## config.mk

```make
export PLATFORM = sky130hd
export DESIGN_NAME = mem_access_unit_flat
export DESIGN_NICKNAME = d
export VERILOG_FILES = /design/src/rtl/mem_access_unit_if.sv /design/src/rtl/mem_access_unit.sv /design/src/flat_wrapper.sv
export SDC_FILE = /design/constraint.sdc
export NUM_CORES = 1
export LEC_CHECK = 0
export BUFFER_PORTS_ARGS = -buffer_cell sky130_fd_sc_hd__buf_2
export CAP_MARGIN = 20
export CORE_MARGIN = 2
export CORE_UTILIZATION = 55
export DETAILED_ROUTE_END_ITERATION = 7
export GPL_TIMING_DRIVEN = 0
export HOLD_SLACK_MARGIN = 0.02
export PLACE_DENSITY = 0.86
export SLEW_MARGIN = 30
export SYNTH_ARGS = -nofsm -noshare
export SYNTH_HDL_FRONTEND = slang
export SYNTH_SLANG_ARGS = --single-unit
```

## constraint.sdc

```tcl
create_clock -name clk -period 6.7 [get_ports clk]
set_input_delay 1.34 -clock clk [delete_from_list [all_inputs] [get_ports clk]]
set_output_delay 1.34 -clock clk [all_outputs]
set_load 0.01 [all_outputs]
```

## src/rtl/mem_access_unit_if.sv

```systemverilog
// Request, response and word-memory signals of the load/store unit.
// slave is the unit's view; master is the pipeline/memory side.
interface mem_access_unit_if #(
  parameter int ADDR_W = 8
);
  logic              req_valid;
  logic              req_ready;
  logic [5:0]        opcode;
  logic [31:0]       addr;
  logic [31:0]       wdata;
  logic              resp_valid;
  logic [31:0]       load_data;
  logic              misalign_err;
  logic              illegal_op;
  logic [ADDR_W-1:0] mem_addr;
  logic              mem_rd_en;
  logic              mem_wr_en;
  logic [31:0]       mem_wdata;
  logic [31:0]       mem_rdata;

  modport slave (
    input  req_valid, opcode, addr, wdata, mem_rdata,
    output req_ready, resp_valid, load_data, misalign_err, illegal_op,
    output mem_addr, mem_rd_en, mem_wr_en, mem_wdata
  );

  modport master (
    output req_valid, opcode, addr, wdata, mem_rdata,
    input  req_ready, resp_valid, load_data, misalign_err, illegal_op,
    input  mem_addr, mem_rd_en, mem_wr_en, mem_wdata
  );
endinterface

```

## src/rtl/mem_access_unit.sv

```systemverilog
// MIPS load/store front end: one request at a time, sub-word stores by read-modify-write.
// Response 1 (error), 2 (sw), 3 (loads) or 4 (sb/sh) cycles after accept; req_ready only in IDLE.
module mem_access_unit #(
  parameter int ADDR_W = 8
) (
  input  logic               clk,
  input  logic               reset,
  mem_access_unit_if.slave   bus
);

  localparam logic [5:0] OP_LB  = 6'h20;
  localparam logic [5:0] OP_LH  = 6'h21;
  localparam logic [5:0] OP_LW  = 6'h23;
  localparam logic [5:0] OP_LBU = 6'h24;
  localparam logic [5:0] OP_LHU = 6'h25;
  localparam logic [5:0] OP_SB  = 6'h28;
  localparam logic [5:0] OP_SH  = 6'h29;
  localparam logic [5:0] OP_SW  = 6'h2B;

  typedef enum logic [2:0] {
    S_IDLE,
    S_RD,
    S_WAIT,
    S_WR,
    S_RESP
  } state_t;

  state_t            state_q, state_d;
  logic [5:0]        op_q, op_d;
  logic [ADDR_W-1:0] widx_q, widx_d;
  logic [1:0]        off_q, off_d;
  logic [31:0]       word_q, word_d;
  logic [31:0]       load_data_q, load_data_d;
  logic              misalign_q, misalign_d;
  logic              illegal_q, illegal_d;

  logic              in_known, in_half, in_word, in_misalign;
  logic              cur_store, cur_byte, cur_half, cur_signed;
  logic [7:0]        rd_byte;
  logic [15:0]       rd_half;
  logic [31:0]       rd_ext;
  logic [31:0]       merged;
  logic              unused_addr_hi;

  assign unused_addr_hi = ^bus.addr[31:ADDR_W+2];

  // Classification of the opcode presented for acceptance
  always_comb begin
    in_known = 1'b0;
    in_half  = 1'b0;
    in_word  = 1'b0;
    case (bus.opcode)
      OP_LB, OP_LBU, OP_SB: in_known = 1'b1;
      OP_LH, OP_LHU, OP_SH: begin
        in_known = 1'b1;
        in_half  = 1'b1;
      end
      OP_LW, OP_SW: begin
        in_known = 1'b1;
        in_word  = 1'b1;
      end
      default: in_known = 1'b0;
    endcase
    in_misalign = (in_half && bus.addr[0]) || (in_word && (bus.addr[1:0] != 2'b00));
  end

  // Classification of the registered opcode
  always_comb begin
    cur_store  = (op_q == OP_SB) || (op_q == OP_SH) || (op_q == OP_SW);
    cur_byte   = (op_q == OP_LB) || (op_q == OP_LBU) || (op_q == OP_SB);
    cur_half   = (op_q == OP_LH) || (op_q == OP_LHU) || (op_q == OP_SH);
    cur_signed = (op_q == OP_LB) || (op_q == OP_LH);
  end

  // Lane selection and extension for loads, lane replacement for sb/sh
  always_comb begin
    rd_byte = bus.mem_rdata[7:0];
    merged  = bus.mem_rdata;
    case (off_q)
      2'd0: begin
        rd_byte      = bus.mem_rdata[7:0];
        merged[7:0]  = word_q[7:0];
      end
      2'd1: begin
        rd_byte      = bus.mem_rdata[15:8];
        merged[15:8] = word_q[7:0];
      end
      2'd2: begin
        rd_byte       = bus.mem_rdata[23:16];
        merged[23:16] = word_q[7:0];
      end
      default: begin
        rd_byte       = bus.mem_rdata[31:24];
        merged[31:24] = word_q[7:0];
      end
    endcase
    rd_half = off_q[1] ? bus.mem_rdata[31:16] : bus.mem_rdata[15:0];
    if (cur_half) begin
      merged = off_q[1] ? {word_q[15:0], bus.mem_rdata[15:0]}
                        : {bus.mem_rdata[31:16], word_q[15:0]};
    end
    if (cur_byte) begin
      rd_ext = {{24{cur_signed & rd_byte[7]}}, rd_byte};
    end else if (cur_half) begin
      rd_ext = {{16{cur_signed & rd_half[15]}}, rd_half};
    end else begin
      rd_ext = bus.mem_rdata;
    end
  end

  always_comb begin
    state_d     = state_q;
    op_d        = op_q;
    widx_d      = widx_q;
    off_d       = off_q;
    word_d      = word_q;
    load_data_d = load_data_q;
    misalign_d  = misalign_q;
    illegal_d   = illegal_q;
    case (state_q)
      S_IDLE: begin
        if (bus.req_valid) begin
          op_d       = bus.opcode;
          widx_d     = bus.addr[ADDR_W+1:2];
          off_d      = bus.addr[1:0];
          word_d     = bus.wdata;
          misalign_d = in_misalign;
          illegal_d  = !in_known;
          if (!in_known || in_misalign) begin
            load_data_d = '0;
            state_d     = S_RESP;
          end else if (bus.opcode == OP_SW) begin
            state_d = S_WR;
          end else begin
            state_d = S_RD;
          end
        end
      end
      S_RD:   state_d = S_WAIT;
      S_WAIT: begin
        if (cur_store) begin
          word_d  = merged;
          state_d = S_WR;
        end else begin
          load_data_d = rd_ext;
          state_d     = S_RESP;
        end
      end
      S_WR:   state_d = S_RESP;
      S_RESP: state_d = S_IDLE;
      default: state_d = S_IDLE;
    endcase
  end

  // Outputs decode straight from state so an async reset drops strobes at once
  always_comb begin
    bus.req_ready    = (state_q == S_IDLE);
    bus.resp_valid   = (state_q == S_RESP);
    bus.load_data    = load_data_q;
    bus.misalign_err = 1'b0;
    bus.illegal_op   = 1'b0;
    bus.mem_rd_en    = (state_q == S_RD);
    bus.mem_wr_en    = (state_q == S_WR);
    bus.mem_addr     = '0;
    bus.mem_wdata    = '0;
    if (state_q == S_RESP) begin
      bus.misalign_err = misalign_q;
      bus.illegal_op   = illegal_q;
      if (cur_store) begin
        bus.load_data = '0;
      end
    end
    if ((state_q == S_RD) || (state_q == S_WR)) begin
      bus.mem_addr = widx_q;
    end
    if (state_q == S_WR) begin
      bus.mem_wdata = word_q;
    end
  end

  always_ff @(posedge clk or posedge reset) begin
    if (reset) begin
      state_q     <= S_IDLE;
      op_q        <= '0;
      widx_q      <= '0;
      off_q       <= '0;
      word_q      <= '0;
      load_data_q <= '0;
      misalign_q  <= 1'b0;
      illegal_q   <= 1'b0;
    end else begin
      state_q     <= state_d;
      op_q        <= op_d;
      widx_q      <= widx_d;
      off_q       <= off_d;
      word_q      <= word_d;
      load_data_q <= load_data_d;
      misalign_q  <= misalign_d;
      illegal_q   <= illegal_d;
    end
  end

endmodule

```

## src/flat_wrapper.sv

```systemverilog
// flat-port wrapper written by rule: the top's interface ports become plain ports
module mem_access_unit_flat 
#(
  parameter int ADDR_W = 8
)
  (clk, reset, bus_req_valid, bus_opcode, bus_addr, bus_wdata, bus_mem_rdata, bus_req_ready, bus_resp_valid, bus_load_data, bus_misalign_err, bus_illegal_op, bus_mem_addr, bus_mem_rd_en, bus_mem_wr_en, bus_mem_wdata);
  mem_access_unit_if #(.ADDR_W(ADDR_W)) bus_i ();
  input  logic clk;
  input  logic reset;
  input wire logic [$bits(bus_i.req_valid)-1:0] bus_req_valid;
  input wire logic [$bits(bus_i.opcode)-1:0] bus_opcode;
  input wire logic [$bits(bus_i.addr)-1:0] bus_addr;
  input wire logic [$bits(bus_i.wdata)-1:0] bus_wdata;
  input wire logic [$bits(bus_i.mem_rdata)-1:0] bus_mem_rdata;
  output wire logic [$bits(bus_i.req_ready)-1:0] bus_req_ready;
  output wire logic [$bits(bus_i.resp_valid)-1:0] bus_resp_valid;
  output wire logic [$bits(bus_i.load_data)-1:0] bus_load_data;
  output wire logic [$bits(bus_i.misalign_err)-1:0] bus_misalign_err;
  output wire logic [$bits(bus_i.illegal_op)-1:0] bus_illegal_op;
  output wire logic [$bits(bus_i.mem_addr)-1:0] bus_mem_addr;
  output wire logic [$bits(bus_i.mem_rd_en)-1:0] bus_mem_rd_en;
  output wire logic [$bits(bus_i.mem_wr_en)-1:0] bus_mem_wr_en;
  output wire logic [$bits(bus_i.mem_wdata)-1:0] bus_mem_wdata;
  assign bus_i.req_valid = bus_req_valid;
  assign bus_i.opcode = bus_opcode;
  assign bus_i.addr = bus_addr;
  assign bus_i.wdata = bus_wdata;
  assign bus_i.mem_rdata = bus_mem_rdata;
  assign bus_req_ready = bus_i.req_ready;
  assign bus_resp_valid = bus_i.resp_valid;
  assign bus_load_data = bus_i.load_data;
  assign bus_misalign_err = bus_i.misalign_err;
  assign bus_illegal_op = bus_i.illegal_op;
  assign bus_mem_addr = bus_i.mem_addr;
  assign bus_mem_rd_en = bus_i.mem_rd_en;
  assign bus_mem_wr_en = bus_i.mem_wr_en;
  assign bus_mem_wdata = bus_i.mem_wdata;
  mem_access_unit #(.ADDR_W(ADDR_W)) u_core (.clk(clk), .reset(reset), .bus(bus_i));
endmodule
```

==> impl_summary.txt <==
----------------------------------------------------
[Yosys]
  Proportion of netlist area held by the largest area contributor ... 39.84%
  Count of different cell masters after synthesis ... 58
  Portion of the post-synthesis area used by sequential elements ... 39.84%
  Cell count after synthesis ... 600
  Mapped cell area ... ~0.0053 mm^2
  Synthesized flop and latch total ... 85
  Share of synthesized registers carrying an async set or reset ... 100.0%
  Top flip-flop cell by instance count after synthesis ... sky130_fd_sc_hd__dfrtp_1
  Post-synthesis area per instance ... 8.898 um^2
  Ys Warns ... 0
  Cell taking the most area after synthesis ... sky130_fd_sc_hd__dfrtp_1
  Total nets after synthesis ... approximately 710
  EDFF count, synth ... 0
  Cell types occupying the most area after synthesis ... sky130_fd_sc_hd__dfrtp_1 (40%), sky130_fd_sc_hd__nand2_1 (7.0%), sky130_fd_sc_hd__and2_1 (5.5%), sky130_fd_sc_hd__and3_1 (4.9%), sky130_fd_sc_hd__o31ai_1 (4.2%)

[STA]
  Highest clock frequency the design can meet ... between 200 and 300 MHz
  Final sum of negative setup slack ... 0 ps
  Count of pins over their slew limit ... 0
  Worst slew slack as a fraction of its limit ... 54.13%
  Minimum period implied by the final worst setup slack ... between 3000 and 4000 ps
  Period utilization ... 55.15%
  Unrepaired setup endpoints after global routing ... no
  Worst Clk Skew ... between 15 and 20 ps
  Worst Slack Setup Final ... between 3000 and 4000 ps
  Final setup fails ... 0
  Pin slew with the least headroom to its limit ... 683.4 ps
  Count of final hold-check violations ... 0

[Clock tree]
  Clock tree from TritonCTS ... built
  Num CTS Buffers ... 9
  Cell chosen for the clock root ... sky130_fd_sc_hd__clkbuf_8
  Clock-pin slew of the registers on the worst-case setup and hold paths ... 100 ps
  Later-pin clock latency in the skew report ... 370 ps
  Post-CTS Setup Bufs ... 0
  # clock sinks ... 85
  Deepest clock path buffer count ... 2
  Resized Gates After CTS ... 0
  H-tree lvl count ... 3
  Hold buffer count at CTS ... 0

[Job]
  Max-Cap Viols ... 0

[Global route]
  Total Routing Usage GR ... 34.64%
  Global-route wire length before repair ... 27650 um
  Pin count of the biggest net entering global routing ... 48
  Total congestion overflow ... 0
  Number of global-route vias before repair ... about 5200
  Number of antenna violations at the first check in global routing ... 0

[Status]
  Outcome ... finished clean

[Worst hold path]
  Tightest Hold Check Type ... flop to flop
  Hold path startpoint ... u_core.load_data_q[17]
  Hold Path Depth ... 2

[Routing]
  Drt initial violations ... 416
  Number of antenna-violating nets in the routed design ... 0
  Via total after detailed routing ... 5537
  First-pass iteration count of the detailed router ... 5
  Routed len/inst ... 19.90 um
  Total routed wirelength ... between 15000 and 20000 um
  Vias per cell ... 6.111
  DRC viols ... 0

[Layout]
  Number of nets at the end of the flow ... 877
  Syn-to-layout area delta ... 22.03%
  Filler cell count in the final layout ... 795
  Final cell area excluding filler cells ... 0.006515 mm^2
  Share of cells above drive strength 1 ... a little under a third
  Final Non-Filler Cells ... slightly above 900
  Diodes inserted ... 0

[Worst setup path]
  Worst Setup SP ... u_core.op_q[2]
  Worst r2r path cells ... 6
  Crit path launch type ... flop
  Setup CP Type ... flop to output port
  Worst EP required ... approximately 5400 ps
  Data arrival at the endpoint of the critical path ... 2350 ps
  Worst-path fanout max ... 10
  CP Capture Type ... output port
  Reg-to-reg critical path startpoint ... u_core.state_q[0]

[Power]
  Power density relative to cell area ... 212.2 mW/mm^2
  Pleak ... approximately 3.4 nW
  VDD IR-drop max ... between 0.1 and 0.15 mV

[Placed design]
  Final weighted congestion of routability-driven global placement ... 0.9968
  Count of placed standard cells including taps ... 890
  Post-Place Cell Area ... 0.006334 mm^2
  Count of buffers inserted at the top-level ports ... 160
  HPWL after detailed placement ... 13870 um
  Post-Place Setup Slack ... 3430 ps

[Floorplanning]
  Area enclosed by the die boundary ... 0.01051 mm^2
  Core Footprint ... slightly above 0.009 mm^2
  Std cell rows ... 35
  Die height ... 102.5 um
  DIE WIDTH ... 102.5 um
  Total I/O pin count ... 183
  Initial Util ... ~57%

----------------------------------------------------
-- where the power goes --
group          internal [mW]  leakage (nW)  switching, mW
clock network          0.147        0.0930          0.207
logic                  0.153          2.18          0.246
registers              0.578          1.09         0.0518
-- sequential cells by signal, summed over array words and instances, names as in the netlist --
name	count
u_core.widx_q	8
u_core.off_q	2
u_core.state_q	3
u_core.word_q	32
u_core.load_data_q	32
u_core.illegal_q	1
u_core.misalign_q	1
u_core.op_q	6
-- cell usage after synthesis (9+ instances only) --
master                     number
sky130_fd_sc_hd__a21o_1        10
sky130_fd_sc_hd__o21ai_0       22
sky130_fd_sc_hd__a221oi_1      15
sky130_fd_sc_hd__a22o_1         9
sky130_fd_sc_hd__mux2_2        11
sky130_fd_sc_hd__clkbuf_1      26
sky130_fd_sc_hd__buf_2         18
sky130_fd_sc_hd__dfrtp_1       85
sky130_fd_sc_hd__o31ai_1       30
sky130_fd_sc_hd__nor2_1        38
sky130_fd_sc_hd__nand2_1      100
sky130_fd_sc_hd__a21oi_1       33
sky130_fd_sc_hd__and2_1        47
sky130_fd_sc_hd__mux2i_1        9
sky130_fd_sc_hd__nor2b_1        9
sky130_fd_sc_hd__and3_1        42
-- critical path, stage by stage, from the launching register on --
cell	delay, ps
sky130_fd_sc_hd__dfrtp_1	430
sky130_fd_sc_hd__nor3b_2	390
sky130_fd_sc_hd__and3_1	310
sky130_fd_sc_hd__nand2_1	180
sky130_fd_sc_hd__clkbuf_1	300
sky130_fd_sc_hd__and2_1	240
sky130_fd_sc_hd__buf_2	130
-- kinds of logic after synthesis --
logic type	after synthesis	share of synthesized area [%]
simple gates	280	27.26
compound gates	153	21.09
flops	85	39.84
buf+inv	55	4.851
mux	27	6.960
-- metrics by stage --
stage / hold slack, ps / utilization [%] / power (mW)
2_1_floorplan: 434.9 / - / 0.8874
3_3_place_gp: 450.8 / 67.55 / 1.010
3_5_place_dp: 457.2 / 67.90 / 1.027
4_1_cts: 478.9 / 69.85 / 1.368
5_1_grt: 490.2 / 69.85 / 1.441
6_report: 476.8 / 69.85 / 1.383
-- layout by cell type (no fill, tap or decap), types with 2 or more instances in the layout --
master	n
sky130_fd_sc_hd__inv_1	2
sky130_fd_sc_hd__clkbuf_1	26
sky130_fd_sc_hd__nand2_1	100
sky130_fd_sc_hd__o31ai_1	30
sky130_fd_sc_hd__nand3_1	3
sky130_fd_sc_hd__a22o_1	9
sky130_fd_sc_hd__a21o_1	10
sky130_fd_sc_hd__o41ai_2	7
sky130_fd_sc_hd__o21a_1	2
sky130_fd_sc_hd__mux4_2	7
sky130_fd_sc_hd__clkinv_2	2
sky130_fd_sc_hd__nor4b_1	5
sky130_fd_sc_hd__buf_2	178
sky130_fd_sc_hd__a31oi_1	2
sky130_fd_sc_hd__clkbuf_8	10
sky130_fd_sc_hd__and2_1	47
sky130_fd_sc_hd__mux2_2	11
sky130_fd_sc_hd__and4_1	2
sky130_fd_sc_hd__nor3b_1	6
sky130_fd_sc_hd__nand3b_1	6
sky130_fd_sc_hd__nand2b_1	3
sky130_fd_sc_hd__o21ai_2	2
sky130_fd_sc_hd__nor3_1	4
sky130_fd_sc_hd__a221oi_1	15
sky130_fd_sc_hd__nor2b_1	9
sky130_fd_sc_hd__buf_6	3
sky130_fd_sc_hd__buf_4	2
sky130_fd_sc_hd__and3_1	42
sky130_fd_sc_hd__inv_6	3
sky130_fd_sc_hd__o21ai_0	22
sky130_fd_sc_hd__nor2_1	38
sky130_fd_sc_hd__mux2i_1	9
sky130_fd_sc_hd__buf_1	3
sky130_fd_sc_hd__or2_2	5
sky130_fd_sc_hd__a21oi_1	33
sky130_fd_sc_hd__o22ai_1	7
sky130_fd_sc_hd__dfrtp_1	85
-- final timing paths --
| path | slack [ps] | end |
|---|---|---|
| setup / recovery | 3010 | bus_load_data[1] |
| hold / removal | 480 | u_core.load_data_q[17] |
| setup reg to reg | 4260 | u_core.word_q[6] |
| hold reg to reg | 480 | u_core.load_data_q[17] |
| max in group asynchronous | 5180 | u_core.state_q[1] |
| min in group asynchronous | 960 | u_core.load_data_q[17] |
-- area by class of cell --
cell class,instances,area (um^2),area share [%]
buffer,52,247.7,3.803
timing repair buffer,161,828.3,12.71
clock inverter,6,43.79,0.6722
clock buffer,10,137.6,2.113
sequential,85,2127,32.65
tap,129,161.4,2.477
inverter,3,16.27,0.2497
multi-input combinational,460,2953,45.32
-- per-layer routing --
layer  vias up  track usage (%)  wire length (um)
met1      2711            48.75              7782
met5         -                0                 0
li1       2507                -                 -
met4         0            12.92               487
met3        35            4.068              1244
met2       284            55.46              8516
No activity file was read; power rests on OpenSTA's default activity.
